[config.mk]
export PLATFORM = sky130hd
export DESIGN_NAME = multicycle_ctrl
export DESIGN_NICKNAME = d
export VERILOG_FILES = /design/src/rtl/multicycle_ctrl.sv
export SDC_FILE = /design/constraint.sdc
export NUM_CORES = 1
export LEC_CHECK = 0
export CAP_MARGIN = 15
export CORE_MARGIN = 1.5
export CORE_UTILIZATION = 42
export CTS_CLUSTER_SIZE = 8
export DETAILED_ROUTE_END_ITERATION = 7
export MAX_ROUTING_LAYER = met4
export PLACE_DENSITY = 0.78
export REMOVE_ABC_BUFFERS = 1
export SYNTH_ARGS = -nofsm -noshare
export SYNTH_HDL_FRONTEND = slang
export SYNTH_SLANG_ARGS = --single-unit
[constraint.sdc]
create_clock -name clk -period 2.45 [get_ports clk]
set_input_delay 0.6125 -clock clk [delete_from_list [all_inputs] [get_ports clk]]
set_output_delay 0.6125 -clock clk [all_outputs]
set_load 0.005 [all_outputs]
[src/rtl/multicycle_ctrl.sv]
// Multicycle CPU control FSM: sequences fetch/decode/execute/memory/writeback
// over one shared memory port with variable latency, timeout and retire count.
module multicycle_ctrl #(
    parameter int W_MEM_CMD   = 2,
    parameter int MEM_TIMEOUT = 255,
    parameter int W_TO        = 8,
    parameter int W_CNT       = 32
) (
    input  logic                 clk,
    input  logic                 rst,
    input  logic [W_MEM_CMD-1:0] dec_mem_cmd,
    input  logic                 dec_reg_wen,
    input  logic                 dec_exit,
    input  logic                 mem_ready,
    output logic                 mem_req,
    output logic                 mem_sel,
    output logic                 mem_we,
    output logic                 ir_wen,
    output logic                 mdr_wen,
    output logic                 reg_wen,
    output logic                 pc_wen,
    output logic                 halted,
    output logic                 err_timeout,
    output logic [W_CNT-1:0]     retired
);

    typedef enum logic [2:0] {
        S_RST, S_IF, S_ID, S_EX, S_MEM, S_WB, S_HALT, S_ERR
    } state_t;

    localparam logic [W_MEM_CMD-1:0] CMD_READ  = W_MEM_CMD'(1);
    localparam logic [W_MEM_CMD-1:0] CMD_WRITE = W_MEM_CMD'(2);
    localparam logic [W_TO-1:0]      TO_LAST   = W_TO'(MEM_TIMEOUT - 1);

    state_t          state;
    logic [W_TO-1:0] wait_cnt;
    logic            is_read;
    logic            is_write;
    logic            to_hit;

    assign is_read  = (dec_mem_cmd == CMD_READ);
    assign is_write = (dec_mem_cmd == CMD_WRITE);
    assign to_hit   = (wait_cnt == TO_LAST);

    // Read-data latches fire in the cycle memory completes, so they are Mealy.
    assign ir_wen  = (state == S_IF) && mem_ready;
    assign mdr_wen = (state == S_MEM) && mem_ready && is_read;

    always_ff @(posedge clk or posedge rst) begin
        if (rst) begin
            state       <= S_RST;
            wait_cnt    <= '0;
            mem_req     <= 1'b0;
            mem_sel     <= 1'b0;
            mem_we      <= 1'b0;
            reg_wen     <= 1'b0;
            pc_wen      <= 1'b0;
            halted      <= 1'b0;
            err_timeout <= 1'b0;
            retired     <= '0;
        end else begin
            // Registered strobes are pulses for the state being entered.
            mem_req <= 1'b0;
            mem_sel <= 1'b0;
            mem_we  <= 1'b0;
            reg_wen <= 1'b0;
            pc_wen  <= 1'b0;
            unique case (state)
                S_RST: begin
                    state    <= S_IF;
                    wait_cnt <= '0;
                    mem_req  <= 1'b1;
                end
                S_IF: begin
                    if (mem_ready) begin
                        state <= S_ID;
                    end else if (to_hit) begin
                        state       <= S_ERR;
                        err_timeout <= 1'b1;
                    end else begin
                        wait_cnt <= wait_cnt + W_TO'(1);
                        mem_req  <= 1'b1;
                    end
                end
                S_ID: begin
                    if (dec_exit) begin
                        state   <= S_HALT;
                        halted  <= 1'b1;
                        retired <= retired + W_CNT'(1);
                    end else begin
                        state <= S_EX;
                    end
                end
                S_EX: begin
                    if (is_read || is_write) begin
                        state    <= S_MEM;
                        wait_cnt <= '0;
                        mem_req  <= 1'b1;
                        mem_sel  <= 1'b1;
                        mem_we   <= is_write;
                    end else begin
                        state   <= S_WB;
                        reg_wen <= dec_reg_wen;
                        pc_wen  <= 1'b1;
                    end
                end
                S_MEM: begin
                    if (mem_ready) begin
                        state   <= S_WB;
                        reg_wen <= dec_reg_wen && !is_write;
                        pc_wen  <= 1'b1;
                    end else if (to_hit) begin
                        state       <= S_ERR;
                        err_timeout <= 1'b1;
                    end else begin
                        wait_cnt <= wait_cnt + W_TO'(1);
                        mem_req  <= 1'b1;
                        mem_sel  <= 1'b1;
                        mem_we   <= is_write;
                    end
                end
                S_WB: begin
                    state    <= S_IF;
                    wait_cnt <= '0;
                    mem_req  <= 1'b1;
                    retired  <= retired + W_CNT'(1);
                end
                S_HALT: state <= S_HALT;
                S_ERR:  state <= S_ERR;
                default: state <= S_RST;
            endcase
        end
    end

endmodule

==> results.json, run 1 <==
{
  "routed_wl_um": 4973,
  "crit_path_start_kind": "input port",
  "clkTransAtPathRegs_ns": 0.09,
  "tightest_slew_ns": 0.4449,
  "post-route-drc-count": 0,
  "max-slew-margin-rel_pct": 70.21,
  "synth.ff_latch_count": 50,
  "holdWs_ns": 0.4816,
  "die_x_um": 79.86,
  "setup_violations": 0,
  "grt_pass1_vias": 1860,
  "place_congestion": 0.8317,
  "synth_top_area_share_pct": 50.43,
  "gr-usage-all-layers_pct": 16.78,
  "hold_viol": 0,
  "grt-ovfl-total": 0,
  "avgSynthCellArea_um2": 10.47,
  "cts_tree": "built",
  "seq_area_um2": 1251,
  "netlist-cell-type-count": 40,
  "crit_path_max_incr_delay_ns": 0.48,
  "antenna_found_initial": 0,
  "switchingPower_w": 0.0008096,
  "required_ns": 2.64,
  "ff2ff_path_depth": 5,
  "hpwlAfterDp_um": 3643,
  "portBuffers": 47,
  "coreArea_um2": 5608,
  "clk_latency_ns": 0.31,
  "reg2reg_from": "state[0]$_DFF_PP0_",
  "rsz0062_at_grt": "true",
  "initialDrtViolationCount": 101,
  "clock_sinks": 50,
  "status": "finished clean",
  "ir_drop_v": 0.0005392,
  "synth_edf_count": 0,
  "syn2layout_area_growth_pct": 32.32,
  "fillCellCount": 491,
  "power.leakage_nw": 1.433,
  "crit_path_end_kind": "flop",
  "p_comb_share_pct": 30.6,
  "cp_slowest_cell": "clkdlybuf4s50_1",
  "clk_path_buf_depth": 2,
  "grt_max_degree": 51,
  "synthTopCellsByCount": "50 x dfrtp_1, 27 x xnor2_1, 22 x nand2_1",
  "ant_nets": 0,
  "yosysWarnings": 0,
  "hold_path.class": "reg -> reg",
  "dieArea_um2": 6378,
  "ys_async_sr_fraction_pct": 100.0,
  "clkPwrFrac_pct": 23.8,
  "synth-main-ff-cell": "dfrtp_1",
  "switching_share_pct": 32.85,
  "powerDensity_nw_per_um2": 750.7,
  "cts_made_buffers": 5,
  "num_rows": 27,
  "synth.largest_area_cell": "dfrtp_1",
  "num_antenna_cells": 0,
  "vias_per_cell": 5.206,
  "yosysMostFrequentCell": "dfrtp_1",
  "drt-pass1-iter-count": 4,
  "synth_area_leaders": "dfrtp_1 50%, xnor2_1 9.5%, xor2_1 3.5%, nand3_1 3.4%, nand2_1 3.3%",
  "synthCells": 237,
  "root_buffer": "clkbuf_8",
  "ios": 48,
  "cp_max_fo": 9,
  "seq_area_frac_synth_pct": 50.43,
  "r2r_slack_ns": 0.36,
  "skew_ns": 0.01152,
  "dieHeight_um": 79.86,
  "critical_path.startpoint": "dec_mem_cmd[0]",
  "multi_input_area_um2": 1199,
  "period_needed_ns": 2.346,
  "slew_violations": 0,
  "critPathCapture": "wait_cnt[6]$_DFFE_PP0P_",
  "period_share_pct": 95.76,
  "maxCapViolations": 0,
  "crit_arrival_ns": 2.53,
  "final_util_pct": 58.55,
  "sequentialPowerShare_pct": 45.7,
  "cp_cell_sequence": "clkdlybuf4s50_1 -> inv_1 -> ha_1 -> and4bb_2 -> a211oi_1 -> buf_4 -> nor4b_2 -> xnor2_1 -> nor2_1",
  "htreeDepth": 2,
  "reg2reg_to": "retired[31]$_DFFE_PP0P_",
  "drive_gt1_share_pct": 13.91,
  "max_freq_ghz": 0.4262,
  "vias": 1947,
  "cell_internal_pwr_w": 0.001655,
  "fin_nets": 314,
  "synth_area_um2": 2481,
  "wl_per_cell_um": 13.30,
  "initial_core_util_pct": 44.24,
  "grt_pass1_wl_um": 8238,
  "path_class": "in -> reg"
}
## what timing repair did
| action | in CTS | in global routing |
|---|---|---|
| setup buffers | 0 | 0 |
| endpoints found under the setup margin | 2 | 3 |
| gates cloned | 0 | 0 |
| hold buffers | 0 | 0 |
| resized for setup | 3 | 3 |
## metrics by stage
step	TNS, ns	std cells	cell area, um^2	total power [W]	worst slack (ns)
after floorplan	0	230	2454	0.001518	0.1635
after global placement	-1.491	366	3154	0.001877	-0.2143
after detailed placement	-1.825	366	3154	0.001894	-0.2766
after CTS	0	374	3264	0.002479	0.04428
after global routing	-0.04847	374	3283	0.002621	-0.04170
final	0	374	3283	0.002465	0.1039
## worst max-delay path, delay by kind of cell
kind | cells | cell delay (ns)
AND/OR/NAND/NOR | 3 | 0.69
buffers and inverters | 3 | 0.72
XOR/XNOR | 1 | 0.15
AO/OA/AOI/OAI | 1 | 0.05
adder cells (fa/ha/maj) | 1 | 0.30
## how the worst min path moves through the flow
stage               depth (start not counted)                     from                 endpoint
floorplan                                   1  retired[31]$_DFFE_PP0P_  retired[31]$_DFFE_PP0P_
global placement                            1  retired[31]$_DFFE_PP0P_  retired[31]$_DFFE_PP0P_
detailed placement                          1  err_timeout$_DFFE_PP0P_  err_timeout$_DFFE_PP0P_
CTS                                         1  err_timeout$_DFFE_PP0P_  err_timeout$_DFFE_PP0P_
global route                                1  retired[31]$_DFFE_PP0P_  retired[31]$_DFFE_PP0P_
finish                                      1  err_timeout$_DFFE_PP0P_  err_timeout$_DFFE_PP0P_
## cell families after synthesis
family                     count (synthesis)  share of synthesized area (%)
buffers and inverters                     13                          2.017
adders and majority gates                  6                          3.026
AOI/OAI and AO/OA                         22                          6.505
DFF                                       50                          50.43
xor gates and xnor gates                  37                          13.06
and+or+nand+nor                          108                          24.51
muxes                                      1                         0.4538
## cell usage in the layout, fill, tap and decap left out, drive strengths merged, types with 3 or more instances in the layout
cell type and instances:
inv 6, clkbuf 5, and3 7, o21ai 7
nand3 19, nor2 21, xnor2 27, nand4 9
dfrtp 50, nor3 5, clkdlybuf4s50 44, nor4 4
a21oi 3, nand2 22, dlygate4sd2 3, nand2b 3
xor2 10, and4 3, ha 6, buf 17
## power by group through the flow
stage / Clock [W] / Combinational [W] / Sequential, W
4_1_cts: 0.000603 / 0.000753 / 0.00112
5_1_grt: 0.000631 / 0.000838 / 0.00115
3_5_place_dp: 0 / 0.000753 / 0.00114
6_report: 0.000586 / 0.000753 / 0.00113
2_1_floorplan: 0 / 0.000393 / 0.00112
3_3_place_gp: 0 / 0.000741 / 0.00114
## cell type report
| type | instances | share of cell area, % |
|---|---|---|
| well taps | 72 | 2.744 |
| clock buffers | 5 | 2.096 |
| flip-flops and latches | 50 | 38.11 |
| clock inverters | 3 | 1.372 |
| repair buffers | 64 | 18.48 |
| multi-input cells | 174 | 36.51 |
| inverters | 6 | 0.6860 |
## flip-flops by register name, indices dropped and copies added (netlist names)
name         count
retired         32
wait_cnt         8
state            3
err_timeout      1
halted           1
mem_req          1
mem_sel          1
mem_we           1
pc_wen           1
reg_wen          1
## metal layers
metal / global-route usage [%] / routed length [um]
met5: - / 0
met4: 5.172 / 76
met3: 2.857 / 173
met2: 27.88 / 2546
met1: 21.00 / 2177
(Power assumes the default switching activity.)
==> run 2: changes to the inputs <==
Settings changed: CORE_ASPECT_RATIO set to 1.2.
==> run 2 against run 1 <==
  * Non-clock buffer count up 2
  * Critical path depth unchanged
  * Die area about the same
  * Total power down 4.7%
  * Flip-flop and latch count unchanged
  * Setup slack worse by 0.035 ns
  * Routed wire length up 5.7%
  * Clock skew down 0.0046 ns
==> results.json, run 2 (synthesis gave the netlist of run 1 again) <==
{
  "status": "finished clean",
  "largest_reg_flops": 32,
  "grt_pass1_wl_um": 8728,
  "wl_per_cell_um": 13.73,
  "critPathBufInv": 3,
  "hold_viol": 0,
  "cp_cell_sequence": "clkdlybuf4s50_1 -> inv_1 -> ha_1 -> and4bb_2 -> a211oi_1 -> buf_4 -> nor4b_2 -> xnor2_1 -> nor2_1",
  "critical_path.startpoint": "dec_mem_cmd[0]",
  "ir_drop_v": 0.0004139,
  "switching_share_pct": 34.03,
  "dp.cells": 376,
  "postLayoutCellArea_um2": 3274,
  "crit_family": "buffers and inverters",
  "dieArea_um2": 6380,
  "worstHoldPathCells": 1,
  "cts_tree": "built",
  "place_area_um2": 3179,
  "crit_path_max_incr_delay_ns": 0.48,
  "drive_gt1_share_pct": 14.19,
  "min-delay-start": "halted$_DFFE_PP0P_",
  "final_common_cell": "dfrtp_1",
  "instances_no_fill": 383,
  "portBuffers": 47,
  "cts_hold_buf": 0,
  "reg2reg_from": "retired[13]$_DFFE_PP0P_",
  "fillCellCount": 472,
  "hpwlAfterDp_um": 3908,
  "switchingPower_w": 0.0007990,
  "crit_path_end_kind": "flop",
  "die_x_um": 73.17,
  "cp_max_fo": 9,
  "cts_resized": 2,
  "largest-register": "retired",
  "fin_nets": 316,
  "powerDensity_nw_per_um2": 717.1,
  "p_comb_share_pct": 33.5,
  "num_antenna_cells": 0,
  "clock_sinks": 50,
  "drt-pass1-iter-count": 5,
  "skew_ns": 0.006927,
  "final_cell_mix": "50 x dfrtp_1, 45 x clkdlybuf4s50_1, 27 x xnor2_1, 22 x nand2_1, 21 x nor2_1",
  "ios": 48,
  "clkTransAtPathRegs_ns": 0.09,
  "cts_made_buffers": 5,
  "largest_registers": "retired: 32 flops, wait_cnt: 8 flops, state: 3 flops",
  "grt_pass1_vias": 1905,
  "path_class": "in -> reg",
  "clk_path_buf_depth": 2,
  "routed_wl_um": 5258,
  "power.leakage_nw": 1.436,
  "crit_arrival_ns": 2.57,
  "required_ns": 2.64,
  "period_needed_ns": 2.381,
  "grt_max_degree": 31,
  "sequentialPowerShare_pct": 47.3,
  "cts_setup_buffers": 0,
  "setup_violations": 0,
  "gr-usage-all-layers_pct": 18.02,
  "crit_path_start_kind": "input port",
  "cp_slowest_cell": "clkdlybuf4s50_1",
  "num_rows": 30,
  "antenna_found_initial": 0,
  "period_share_pct": 97.18,
  "ant_nets": 0,
  "dieHeight_um": 87.20,
  "vias_per_cell": 5.183,
  "tightest_slew_ns": 0.5111,
  "cell_internal_pwr_w": 0.001549,
  "vias": 1985,
  "htreeDepth": 2,
  "final_util_pct": 57.77,
  "max_freq_ghz": 0.4200,
  "ff2ff_path_depth": 5,
  "grt-ovfl-total": 0,
  "hold_path.class": "reg -> reg",
  "path_depth": 9,
  "initialDrtViolationCount": 94,
  "slew_violations": 0,
  "holdWs_ns": 0.4830,
  "finalSetupTns_ns": 0,
  "coreArea_um2": 5668,
  "root_buffer": "clkbuf_8",
  "initial_core_util_pct": 43.77,
  "clkPwrFrac_pct": 19.1,
  "clk_latency_ns": 0.30,
  "maxCapViolations": 0,
  "post-route-drc-count": 0,
  "place_congestion": 0.8452,
  "max-slew-margin-rel_pct": 65.78,
  "syn2layout_area_growth_pct": 31.97
}
[run 2: cell count changes in the layout (fill, tap and decap cells not counted), sizes merged]
cell	previous run	this run
clkinv	0	2
clkinvlp	2	0
buf	17	19
clkdlybuf4s50	44	45
dlygate4sd2	3	2
bufinv	1	0
[run 2: per-layer routing]
layer	up-vias	track usage [%]	share of wire, %
li1	959	-	-
met1	967	21.51	42
met2	48	30.33	53
met3	11	2.894	3.3
met4	0	6.861	1.7
met5	-	-	0
[run 2: area by class of cell]
cell class	instances	area [um^2]	area share, %
Clock buffer	5	68.82	2.102
Clock inverter	2	10.01	0.3057
Inverter	6	22.52	0.6878
Multi-Input combinational cell	174	1199	36.61
Sequential cell	50	1251	38.21
Tap cell	80	100.1	3.057
Timing Repair Buffer	66	623.1	19.03
[run 2: worst paths after layout]
check / endpoint / slack (ns)
setup / recovery: wait_cnt[6]$_DFFE_PP0P_ / 0.07
hold / removal: halted$_DFFE_PP0P_ / 0.48
setup reg to reg: retired[31]$_DFFE_PP0P_ / 0.37
hold reg to reg: halted$_DFFE_PP0P_ / 0.48
max in group asynchronous: retired[1]$_DFFE_PP0P_ / 1.29
min in group asynchronous: retired[12]$_DFFE_PP0P_ / 0.64
[run 2: per-stage QoR]
step	power (W)	setup slack, ns
2_1_floorplan	0.001518	0.1635
3_3_place_gp	0.001885	-0.2023
3_5_place_dp	0.001908	-0.2707
4_1_cts	0.002363	0.05660
5_1_grt	0.002500	-0.02586
6_report	0.002348	0.06911
[run 2: worst register-to-register path, stage by stage (launching register included)]
cell and delay [ns]:
dfrtp_1 0.44, nand3_2 0.14, or4_4 0.59, or4_4 0.47
nor3_2 0.21, xor2_1 0.16
[run 2: power by group through the flow]
stage	clock (W)	sequential (W)	combinational, W
after CTS	0.000468	0.00111	0.000784
after floorplan	0	0.00112	0.000393
final	0.000449	0.00111	0.000787
after detailed placement	0	0.00113	0.000782
after global placement	0	0.00112	0.000762
after global routing	0.000491	0.00114	0.000872
==> run 3: changes to the inputs <==
Settings changed: CAP_MARGIN 15 to 20.
==> results of run 3 <==
The final DEF is identical to that of run 2; final timing and power are the same.
==> edit, RTL diff (settings of run 3) <==
`W_TO`: 8 -> 12.
--- a/src/rtl/multicycle_ctrl.sv
+++ b/src/rtl/multicycle_ctrl.sv
@@ -3,7 +3,7 @@
 module multicycle_ctrl #(
     parameter int W_MEM_CMD   = 2,
     parameter int MEM_TIMEOUT = 255,
-    parameter int W_TO        = 8,
+    parameter int W_TO        = 12,
     parameter int W_CNT       = 32
 ) (
     input  logic                 clk,
Formal check against the unedited RTL: same outputs for any inputs over 10 cycles, from zero or initial values and one cycle with rst high; that may be too few to reach the edited logic, so the function may still have changed.
==> edit against run 3 <==
Routed wire length is 0.44% lower; design area is 5.2% higher; worst setup slack better by 0.059 ns; fmax is 2.6% higher; via count is 3.2% higher; sequential cell count is 4 higher; clock skew is 0.00064 ns higher; register-to-register slack worse by 0.03 ns; area after synthesis is 7.4% higher; highest routed layer unchanged.
Power is not compared: it rests on default switching activity, and its combinational part moved more than twofold at a synthesized area within 25%.
==> edit: results (changes against run 3) <==
==================================================================================
Warnings, synthesis                                                              0   unchanged
Highest fanout seen on the critical path                                         2   -7
Slowest stage cell, crit path                                         clkdlybuf4s50_1
Synth area leader                                                          dfrtp_1
Via count                                                                     2049   +3.2%
Largest registers                                                     retired: 32 flops, wait_cnt: 12 flops, state: 3 flops
Top delay family on crit path                                         buffers and inverters
Antenna cells                                                                    0   unchanged
Top routing layer in use                                                      met4
Fill cell count                                                                517   +9.5%
Lkg Pwr                                                                    1.54 nW
Arrival time of data at the critical path endpoint                         1.71 ns   -0.86 ns
Total length of routed met2 wires                                          2670 um   -3.3%
CP peak stage delay                                                        0.49 ns
Clock latency at the later pin of the worst-skew pair                      0.30 ns   about the same
First-pass GRT wire length                                                 8850 um   +1.3%
Wire length on met1                                                        2390 um   +7.3%
Last weighted congestion value of the routability-driven placer              0.817   -3.3%
Least-Margin Pin Slew                                                     0.572 ns   +0.0606 ns
Routed WL per cell                                                         13.1 um   -4.7%
Aggregate global-route resource usage                                        16.7%   -1.3 points
Pin count of the biggest net entering global routing                            30   -3.2%
Synth unique cells                                                              43   +7.5%
Worst min-delay path class                                            flop to flop
Placeable core area                                                      6090 um^2   +7.4%
Number of H-tree branching levels                                                2   unchanged
Sequential area share after synthesis                                        50.7%   +0.28 points
Maximum vdd ir drop                                                     0.000202 V
Run status                                                               completed
Detailed-routing iteration count for the pre-antenna-repair pass                 4   -1
Total length of routed met3 wires                                           129 um   -25%
Cell types occupying the most area after synthesis                    dfrtp_1 (51%), xnor2_1 (7.9%), xor2_1 (4.9%)
HPWL Detailed                                                              3920 um   +0.26%
Number of buffers created by CTS                                                 5   unchanged
Post-Place Cell Area                                                     3360 um^2   +5.7%
Fraction of registers with async set or reset after synthesis                 100%   unchanged
NumNets Final                                                                  331   +4.7%
Port-buffer cells                                                               47   unchanged
Number of antenna violations at the first check in global routing                0   unchanged
Top post-synthesis cells by count                                     dfrtp_1 (54), xnor2_1 (24), nor2_1 (23)
Clock root buffer master                                                  clkbuf_8
Initial DRC Count                                                               95   +1.1%
Share of final-layout standard cells stronger than drive strength 1          11.3%   -2.9 points
Clk_skew                                                                0.00756 ns   +0.000638 ns
==================================================================================
## edit: cell count changes after synthesis, moves of 3 or more
| cell | run 3 | this run |
|---|---|---|
| nand2_1 | 22 | 19 |
| nand3b_1 | 0 | 3 |
| xnor2_1 | 27 | 24 |
| clkbuf_1 | 6 | 1 |
| and3_1 | 7 | 4 |
| dfrtp_1 | 50 | 54 |
| a2111oi_2 | 1 | 4 |
| xor2_1 | 10 | 15 |
| and4_1 | 3 | 9 |
| inv_1 | 6 | 11 |
## edit: stage by stage
| stage | worst slack [ns] | utilization [%] | total power [W] | instances | TNS [ns] |
|---|---|---|---|---|---|
| finish | 0.129 | 56.6 | 0.00141 | 400 | 0 |
| global placement | -0.111 | 55.2 | 0.000955 | 393 | -0.562 |
| global route | 0.0442 | 56.6 | 0.00148 | 400 | 0 |
| CTS | 0.00393 | 56.5 | 0.00143 | 400 | 0 |
| detailed placement | -0.176 | 55.2 | 0.000956 | 393 | -1.14 |
| floorplan | 0.393 | - | 0.000929 | 247 | 0 |
## edit: final timing paths
path | startpoint | endpoint | slack (ns) | cells after the start
worst min-delay path | retired[31] | retired[31] | 0.47 | 1
max in group asynchronous | rst | retired[7] | 1.23 | 3
min in group asynchronous | rst | wait_cnt[9] | 0.68 | 2
worst min register to register | retired[31] | retired[31] | 0.47 | 1
worst max-delay path | dec_mem_cmd[0] | mdr_wen | 0.13 | 5
worst max register to register | wait_cnt[0] | wait_cnt[9] | 0.34 | 8
## edit: layout make-up
class | count | share of cell area (%)
flip-flops and latches | 54 | 39.2
multi-input cells | 182 | 36.4
repair buffers | 64 | 17.8
well taps | 82 | 2.98
clock buffers | 5 | 2.00
inverters | 11 | 1.20
clock inverters | 2 | 0.436
## edit: logic make-up (layout without fill, tap and decap cells)
logic type	after synthesis	in the layout	synth area share, %
AND/OR/NAND/NOR	103	103	21.2
XOR/XNOR	39	39	12.8
multiplexers	2	2	0.845
flip-flops	54	54	50.7
AO/OA/AOI/OAI	32	32	9.34
buffers and inverters	15	82	2.25
adder cells (fa/ha/maj)	6	6	2.82
## edit: repair_timing
action | in CTS | in global routing
endpoints found under the setup margin | 1 | 1
gates cloned | 0 | 0
resized for setup | 1 | 1
setup buffers | 0 | 0
pin swaps | 0 | 0
## edit: layer usage
metal | track usage, % | vias up
met5 | - | -
met4 | 4.46 | 0
met3 | 3.35 | 5
met2 | 27.6 | 46
met1 | 20.5 | 984
li1 | - | 1014
## edit: power breakdown
part           leakage [nW]  internal, W  switching [W]
Clock                0.0362     0.000196       0.000277
Sequential            0.723     0.000890              0
Combinational         0.780    0.0000192      0.0000268
Total                  1.54      0.00111       0.000304
